[config.mk]
export PLATFORM = sky130hd
export DESIGN_NAME = brc_arbiter_flat
export DESIGN_NICKNAME = d
export VERILOG_FILES = /design/src/rtl/brc_pkg.sv /design/src/rtl/brc_arbiter_if.sv /design/src/rtl/brc.sv /design/src/rtl/rr_arb2.sv /design/src/rtl/brc_arbiter.sv /design/src/flat_wrapper.sv
export SDC_FILE = /design/constraint.sdc
export NUM_CORES = 1
export LEC_CHECK = 0
export ABC_AREA = 1
export CAP_MARGIN = 0
export CORE_ASPECT_RATIO = 1.75
export CORE_MARGIN = 2
export CORE_UTILIZATION = 39
export CTS_CLUSTER_DIAMETER = 30
export CTS_CLUSTER_SIZE = 40
export DETAILED_ROUTE_END_ITERATION = 8
export MAX_ROUTING_LAYER = met4
export PLACE_DENSITY = 0.76
export RECOVER_POWER = 50
export SYNTH_ARGS = -nofsm -noshare
export SYNTH_HDL_FRONTEND = slang
export SYNTH_SLANG_ARGS = --single-unit
[constraint.sdc]
create_clock -name i_clk -period 2.81 [get_ports i_clk]
set_input_delay 0.4215 -clock i_clk [delete_from_list [all_inputs] [get_ports i_clk]]
set_output_delay 0.4215 -clock i_clk [all_outputs]
set_load 0.03 [all_outputs]
[src/rtl/brc_pkg.sv]
// Shared types and constants for the branch-comparator arbiter slice.
package brc_pkg;

    localparam int unsigned NUM_PORTS = 2;
    localparam int unsigned OP_WIDTH  = 3;

    typedef enum logic [OP_WIDTH-1:0] {
        OP_EQ  = 3'b000,
        OP_NE  = 3'b001,
        OP_LT  = 3'b100,
        OP_GE  = 3'b101,
        OP_LTU = 3'b110,
        OP_GEU = 3'b111
    } cmp_op_e;

    typedef enum logic [1:0] {
        IDLE,
        CMP,
        RSP
    } arb_state_e;

endpackage

[src/rtl/brc_arbiter_if.sv]
// Request/response bundle between the two requesters and brc_arbiter.
interface brc_arbiter_if
    import brc_pkg::*;
#(
    parameter int unsigned DATA_WIDTH = 32,
    parameter int unsigned TAG_WIDTH  = 5,
    parameter int unsigned CNT_WIDTH  = 16
);
    logic [NUM_PORTS-1:0]                 i_req_valid;
    logic [NUM_PORTS-1:0]                 o_req_ready;
    logic [NUM_PORTS-1:0][DATA_WIDTH-1:0] i_req_rs1;
    logic [NUM_PORTS-1:0][DATA_WIDTH-1:0] i_req_rs2;
    logic [NUM_PORTS-1:0][OP_WIDTH-1:0]   i_req_op;
    logic [NUM_PORTS-1:0][TAG_WIDTH-1:0]  i_req_tag;
    logic [NUM_PORTS-1:0]                 o_rsp_valid;
    logic [NUM_PORTS-1:0]                 i_rsp_ready;
    logic                                 o_rsp_result;
    logic                                 o_rsp_illegal;
    logic [TAG_WIDTH-1:0]                 o_rsp_tag;
    logic [CNT_WIDTH-1:0]                 o_conflict_cnt;

    modport slave (
        input  i_req_valid, i_req_rs1, i_req_rs2, i_req_op, i_req_tag, i_rsp_ready,
        output o_req_ready, o_rsp_valid, o_rsp_result, o_rsp_illegal, o_rsp_tag, o_conflict_cnt
    );

    modport master (
        output i_req_valid, i_req_rs1, i_req_rs2, i_req_op, i_req_tag, i_rsp_ready,
        input  o_req_ready, o_rsp_valid, o_rsp_result, o_rsp_illegal, o_rsp_tag, o_conflict_cnt
    );
endinterface

[src/rtl/brc.sv]
// 32-bit branch comparator: equality plus signed/unsigned less-than.
module brc (
    input  logic [31:0] i_rs1,
    input  logic [31:0] i_rs2,
    input  logic        i_br_un,
    output logic        o_br_eq,
    output logic        o_br_lt
);
    assign o_br_eq = (i_rs1 == i_rs2);
    assign o_br_lt = i_br_un ? (i_rs1 < i_rs2) : ($signed(i_rs1) < $signed(i_rs2));
endmodule

[src/rtl/rr_arb2.sv]
// Two-port round-robin grant; the last winner loses the next tie.
module rr_arb2 (
    input  logic       clk,
    input  logic       reset,
    input  logic       en,
    input  logic [1:0] req,
    output logic [1:0] grant_c
);
    logic last_grant;

    always_comb begin
        grant_c = 2'b00;
        if (en) begin
            case (req)
                2'b01:   grant_c = 2'b01;
                2'b10:   grant_c = 2'b10;
                2'b11:   grant_c = last_grant ? 2'b01 : 2'b10;
                default: grant_c = 2'b00;
            endcase
        end
    end

    // Reset to port 1 so port 0 wins the first tie.
    always_ff @(posedge clk) begin
        if (reset) begin
            last_grant <= 1'b1;
        end else if (|grant_c) begin
            last_grant <= grant_c[1];
        end
    end
endmodule

[src/rtl/brc_arbiter.sv]
// Shares one brc comparator between the branch unit (port 0) and the ALU
// set-less-than path (port 1): arbitrate, compare, return a 1-bit result.
module brc_arbiter
    import brc_pkg::*;
#(
    parameter int unsigned DATA_WIDTH = 32,
    parameter int unsigned TAG_WIDTH  = 5,
    parameter int unsigned CNT_WIDTH  = 16
) (
    input  logic          i_clk,
    input  logic          i_reset,
    brc_arbiter_if.slave  bus
);
    arb_state_e                state_q, state_d;
    logic [NUM_PORTS-1:0]      grant_c;
    logic                      accept_c;
    logic                      owner_c;

    logic [DATA_WIDTH-1:0]     rs1_q, rs2_q;
    logic [OP_WIDTH-1:0]       op_q;
    logic [TAG_WIDTH-1:0]      tag_q;
    logic                      owner_q;

    logic                      br_eq_c, br_lt_c;
    logic                      result_c, illegal_c;

    logic [NUM_PORTS-1:0]      rsp_valid_q;
    logic                      rsp_result_q, rsp_illegal_q;
    logic [TAG_WIDTH-1:0]      rsp_tag_q;
    logic [CNT_WIDTH-1:0]      cnt_q;

    rr_arb2 u_rr_arb2 (
        .clk     (i_clk),
        .reset   (i_reset),
        .en      (state_q == IDLE),
        .req     (bus.i_req_valid),
        .grant_c (grant_c)
    );

    assign bus.o_req_ready = grant_c;
    assign accept_c        = |(grant_c & bus.i_req_valid);
    assign owner_c         = grant_c[1];

    brc u_brc (
        .i_rs1   (rs1_q),
        .i_rs2   (rs2_q),
        .i_br_un (op_q[1]),
        .o_br_eq (br_eq_c),
        .o_br_lt (br_lt_c)
    );

    always_ff @(posedge i_clk) begin
        if (i_reset) begin
            state_q <= IDLE;
        end else begin
            state_q <= state_d;
        end
    end

    always_comb begin
        state_d = state_q;
        case (state_q)
            IDLE:    if (accept_c) state_d = CMP;
            CMP:     state_d = RSP;
            RSP:     if (bus.i_rsp_ready[owner_q]) state_d = IDLE;
            default: state_d = IDLE;
        endcase
    end

    always_ff @(posedge i_clk) begin
        if (i_reset) begin
            rs1_q   <= '0;
            rs2_q   <= '0;
            op_q    <= '0;
            tag_q   <= '0;
            owner_q <= 1'b0;
        end else if (accept_c) begin
            rs1_q   <= bus.i_req_rs1[owner_c];
            rs2_q   <= bus.i_req_rs2[owner_c];
            op_q    <= bus.i_req_op[owner_c];
            tag_q   <= bus.i_req_tag[owner_c];
            owner_q <= owner_c;
        end
    end

    // funct3 decode; the 01x codes have no comparison meaning.
    always_comb begin
        result_c  = 1'b0;
        illegal_c = 1'b0;
        case (cmp_op_e'(op_q))
            OP_EQ:         result_c  = br_eq_c;
            OP_NE:         result_c  = ~br_eq_c;
            OP_LT, OP_LTU: result_c  = br_lt_c;
            OP_GE, OP_GEU: result_c  = ~br_lt_c;
            default:       illegal_c = 1'b1;
        endcase
    end

    always_ff @(posedge i_clk) begin
        if (i_reset) begin
            rsp_valid_q   <= '0;
            rsp_result_q  <= 1'b0;
            rsp_illegal_q <= 1'b0;
            rsp_tag_q     <= '0;
        end else if (state_q == CMP) begin
            rsp_valid_q   <= {owner_q, ~owner_q};
            rsp_result_q  <= result_c;
            rsp_illegal_q <= illegal_c;
            rsp_tag_q     <= tag_q;
        end else if ((state_q == RSP) && bus.i_rsp_ready[owner_q]) begin
            rsp_valid_q   <= '0;
        end
    end

    always_ff @(posedge i_clk) begin
        if (i_reset) begin
            cnt_q <= '0;
        end else if ((state_q == IDLE) && (&bus.i_req_valid) && !(&cnt_q)) begin
            cnt_q <= cnt_q + CNT_WIDTH'(1);
        end
    end

    assign bus.o_rsp_valid    = rsp_valid_q;
    assign bus.o_rsp_result   = rsp_result_q;
    assign bus.o_rsp_illegal  = rsp_illegal_q;
    assign bus.o_rsp_tag      = rsp_tag_q;
    assign bus.o_conflict_cnt = cnt_q;
endmodule

[src/flat_wrapper.sv]
// flat-port wrapper written by rule: the top's interface ports become plain ports
module brc_arbiter_flat import brc_pkg::*;
#(
    parameter int unsigned DATA_WIDTH = 32,
    parameter int unsigned TAG_WIDTH  = 5,
    parameter int unsigned CNT_WIDTH  = 16
)
  (i_clk, i_reset, bus_i_req_valid, bus_i_req_rs1, bus_i_req_rs2, bus_i_req_op, bus_i_req_tag, bus_i_rsp_ready, bus_o_req_ready, bus_o_rsp_valid, bus_o_rsp_result, bus_o_rsp_illegal, bus_o_rsp_tag, bus_o_conflict_cnt);
  brc_arbiter_if #(.DATA_WIDTH(DATA_WIDTH), .TAG_WIDTH(TAG_WIDTH), .CNT_WIDTH(CNT_WIDTH)) bus_i ();
  input  logic i_clk;
  input  logic i_reset;
  input wire logic [$bits(bus_i.i_req_valid)-1:0] bus_i_req_valid;
  input wire logic [$bits(bus_i.i_req_rs1)-1:0] bus_i_req_rs1;
  input wire logic [$bits(bus_i.i_req_rs2)-1:0] bus_i_req_rs2;
  input wire logic [$bits(bus_i.i_req_op)-1:0] bus_i_req_op;
  input wire logic [$bits(bus_i.i_req_tag)-1:0] bus_i_req_tag;
  input wire logic [$bits(bus_i.i_rsp_ready)-1:0] bus_i_rsp_ready;
  output wire logic [$bits(bus_i.o_req_ready)-1:0] bus_o_req_ready;
  output wire logic [$bits(bus_i.o_rsp_valid)-1:0] bus_o_rsp_valid;
  output wire logic [$bits(bus_i.o_rsp_result)-1:0] bus_o_rsp_result;
  output wire logic [$bits(bus_i.o_rsp_illegal)-1:0] bus_o_rsp_illegal;
  output wire logic [$bits(bus_i.o_rsp_tag)-1:0] bus_o_rsp_tag;
  output wire logic [$bits(bus_i.o_conflict_cnt)-1:0] bus_o_conflict_cnt;
  assign bus_i.i_req_valid = bus_i_req_valid;
  assign bus_i.i_req_rs1 = bus_i_req_rs1;
  assign bus_i.i_req_rs2 = bus_i_req_rs2;
  assign bus_i.i_req_op = bus_i_req_op;
  assign bus_i.i_req_tag = bus_i_req_tag;
  assign bus_i.i_rsp_ready = bus_i_rsp_ready;
  assign bus_o_req_ready = bus_i.o_req_ready;
  assign bus_o_rsp_valid = bus_i.o_rsp_valid;
  assign bus_o_rsp_result = bus_i.o_rsp_result;
  assign bus_o_rsp_illegal = bus_i.o_rsp_illegal;
  assign bus_o_rsp_tag = bus_i.o_rsp_tag;
  assign bus_o_conflict_cnt = bus_i.o_conflict_cnt;
  brc_arbiter #(.DATA_WIDTH(DATA_WIDTH), .TAG_WIDTH(TAG_WIDTH), .CNT_WIDTH(CNT_WIDTH)) u_core (.i_clk(i_clk), .i_reset(i_reset), .bus(bus_i));
endmodule
==> metrics.md <==
| Metric | Value |
|---|---|
| Area of the mapped netlist | `5510 µm²` |
| Num CTS Buffers | `9` |
| WP data required | `between 2 and 2.5 ns` |
| Part of the cycle the worst path needs | `0.906` |
| Die W | `93.9 µm` |
| Top cells by area, synth | `dfxtp_1, nor2_1, nand2_1, a21oi_1, ha_1` |
| Fin cells | `around 1,100` |
| P_sw | `1220 µW` |
| Post-DRT Antenna Nets | `0` |
| Root Driver | `clkbuf_16` |
| 1st-pass router iterations | `4` |
| RSZ-0062 raised after global routing | `false` |
| FP Rows | `between 50 and 60` |
| Clk sink count | `about 100` |
| Drt drc | `0` |
| Power Internal | `between 2000 and 3000 µW` |
| Slew Limit Headroom | `0.499` |
| Slew @ Worst Pin | `0.751 ns` |
| Final setup vio count | `0` |
| Initial antenna violation count | `0` |
| Die ar. | `roughly 15,000 µm²` |
| Critical Path Fanout Max | `4` |
| Number of buffers added on ports | `176` |
| Dpl cells | `1,121` |
| Clock share of power | `0.311` |
| GP Congestion | `0.860` |
| Multi-input gate area | `2880 µm²` |
| GR Util All Layers | `0.206` |
| Layout area overhead | `37.2%` |
| Detailed-route wire length | `approximately 15,000 µm` |
| Critical path startpoint category | `input pin` |
| Post-layout net count | `1,138` |
| Setup TNS Final | `0 ns` |
| Net Sw Frac | `0.304` |
| Max Clock Skew | `0.00444 ns` |
| MaxCap Viol Count | `0` |
| Seq/Total Area, Yosys | `0.367` |
| Ports | `177` |
| CORE AREA | `13,800 µm²` |
| # diodes | `0` |
| Mean Syn Cell Area | `6.87 µm²` |
| LEAKAGE | `0.00323 µW` |
| Iteration-0 DRC Markers | `203` |
| Global-route wire length before repair | `24,400 µm` |
| Pin count of the biggest net entering global routing | `roughly 120` |
| CP Capture Type | `output port` |
| Gr ovfl total | `0` |
| Max Slew Vio Count | `0` |
| Sequential power share | `0.412` |
| H-Tree Depth | `3` |
| Post-CTS setup buffer count | `0` |
| Worst path arrival time | `around 2.1 ns` |
| Fillers | `around 1,400` |
| Count of unique library cells instantiated by Yosys | `38` |
| Fmax | `393 MHz` |
| Power density cells | `530 nW/µm²` |
| Tmin final | `2.55 ns` |
| Share of the synthesized area in the top cell type | `0.367` |
| Comb pwr share | `0.276` |
| WL per Instance | `roughly 13 µm` |
| Register Area | `2020 µm²` |
| Die height | `161 µm` |
| Fin. Hold Viols | `0` |
| Post-Syn Nets | `985` |
| CTS clk-pin slew, worst paths | `0.07 ns` |
| Vias in the first global route | `5,298` |
| Starting density of the core | `0.398` |
| Post-CTS sizing | `0` |
| CTS tree | `built` |
| Vias | `5,525` |
| Maximum root-to-sink buffer count | `2` |
| Dominant cell type by area after synthesis | `dfxtp_1` |
| Clk_lat worst skew | `roughly 0.34 ns` |
| Layout Utilization | `0.546` |
| Hold_buf cts | `0` |
| VDD IR-drop max | `0.396 mV` |
| Status | `finished, final reports clean` |
| HP Class | `register to register` |
| Mapped Cells | `802` |
| Critical path class | `input pin to output port` |
| Vias per inst | `4.86` |
| Layout cells sized above 1 | `0.0438` |
| Register bit total from synthesis | `about 100` |
| Ys Warns | `0` |
| DP HPWL | `11,100 µm` |
## synth_stat cells, drive strengths merged
library cell	n
nor2	159
nand2	156
dfxtp	101
a21oi	88
inv	81
o21ai	78
ha	33
nand3	25
buf	22
clkbuf	20
o211ai	14
nand4	9
nor3	4
a211oi	2
a31oi	2
o21a	2
a21o	1
clkinv	1
nand3b	1
nor3b	1
xnor2	1
xor2	1
## sequential cells by signal, indices dropped and copies added (netlist names)
name                         cells
u_core.rs1_q                    32
u_core.rs2_q                    32
u_core.bus.o_conflict_cnt       16
u_core.bus.o_rsp_tag             5
u_core.tag_q                     5
u_core.op_q                      3
u_core.bus.o_rsp_valid           2
u_core.state_q                   2
u_core.bus.o_rsp_illegal         1
u_core.bus.o_rsp_result          1
u_core.owner_q                   1
u_core.u_rr_arb2.last_grant      1
## worst max-delay path: stages
cell             delay, ns
dlygate4sd3_1         0.59
o21ai_0               0.40
a21oi_1               0.10
clkdlybuf4s50_1       0.61
## per-layer routing
metal  global-route usage  vias to the layer above  part of all wire
met5                    -                        -                 0
met4               0.0705                        0             0.022
met3               0.0280                       16             0.037
met2                0.368                      133              0.53
met1                0.232                     2482              0.41
li1                     -                     2894                 -
## stage by stage
step / hold slack [ns] / total power (µW) / worst slack (ns) / instance area, µm²
6_report: 0.464 / 4010 / 0.263 / 7560
5_1_grt: 0.486 / 4270 / 0.186 / 7560
4_1_cts: 0.467 / 4070 / 0.425 / 7650
3_5_place_dp: 0.456 / 2820 / 0.430 / 7350
3_3_place_gp: 0.452 / 2790 / 0.465 / 7350
2_1_floorplan: 0.444 / 2390 / 1.08 / 5510
## cells in the final DEF (no fill, tap or decap), types with 2 or more instances in the layout
cell             synthesis  final
nand2_1                149    152
nand4_1                  6      9
o21ai_0                 57     62
a21oi_2                  3      3
nor2_1                 153    156
inv_2                    2      2
nor3_1                   4      4
dlygate4sd3_1            0     18
clkinv_2                 1      2
a211oi_1                 2      2
o21ai_1                 18     14
inv_1                   78     78
a31oi_1                  2      2
clkdlybuf4s50_1          0    156
dfxtp_1                101    101
nand3_1                 24     24
o211ai_1                14     14
o21ai_2                  2      2
o21a_1                   2      2
nand2_2                  5      3
ha_1                    33     33
clkbuf_16                0      9
a21oi_1                 85     85
buf_4                    3      8
## path summary, 6_finish.rpt
path	startpoint	endpoint	slack, ns	cells after the start
setup / recovery	bus_i_req_valid[1]	bus_o_req_ready[0]	0.26	4
hold / removal	u_core.bus.o_rsp_result	u_core.bus.o_rsp_result	0.46	2
setup reg to reg	u_core.bus.o_conflict_cnt[1]	u_core.bus.o_conflict_cnt[8]	0.41	10
hold reg to reg	u_core.bus.o_rsp_result	u_core.bus.o_rsp_result	0.46	2
## logic make-up after synthesis
logic type	after synthesis	share of synthesized area
AND/OR/NAND/NOR	355	0.273
AO/OA/AOI/OAI	187	0.184
flip-flops	101	0.367
adder cells (fa/ha/maj)	33	0.0749
buffers and inverters	124	0.0972
XOR/XNOR	2	0.00318
## area by class of cell
type                    count  area share
multi-input cells         577       0.381
flip-flops and latches    101       0.267
repair buffers            184       0.242
inverters                  82      0.0412
clock buffers              10      0.0316
well taps                 177      0.0293
clock inverters             5     0.00794
## power groups by stage
stage | Combinational, µW | Sequential, µW | Clock [µW]
finish | 1110 | 1650 | 1250
detailed placement | 1130 | 1680 | 0
global route | 1270 | 1670 | 1340
CTS | 1140 | 1650 | 1280
global placement | 1110 | 1680 | 0
floorplan | 701 | 1690 | 0
Note: power is estimated with default switching activity, not from simulation.
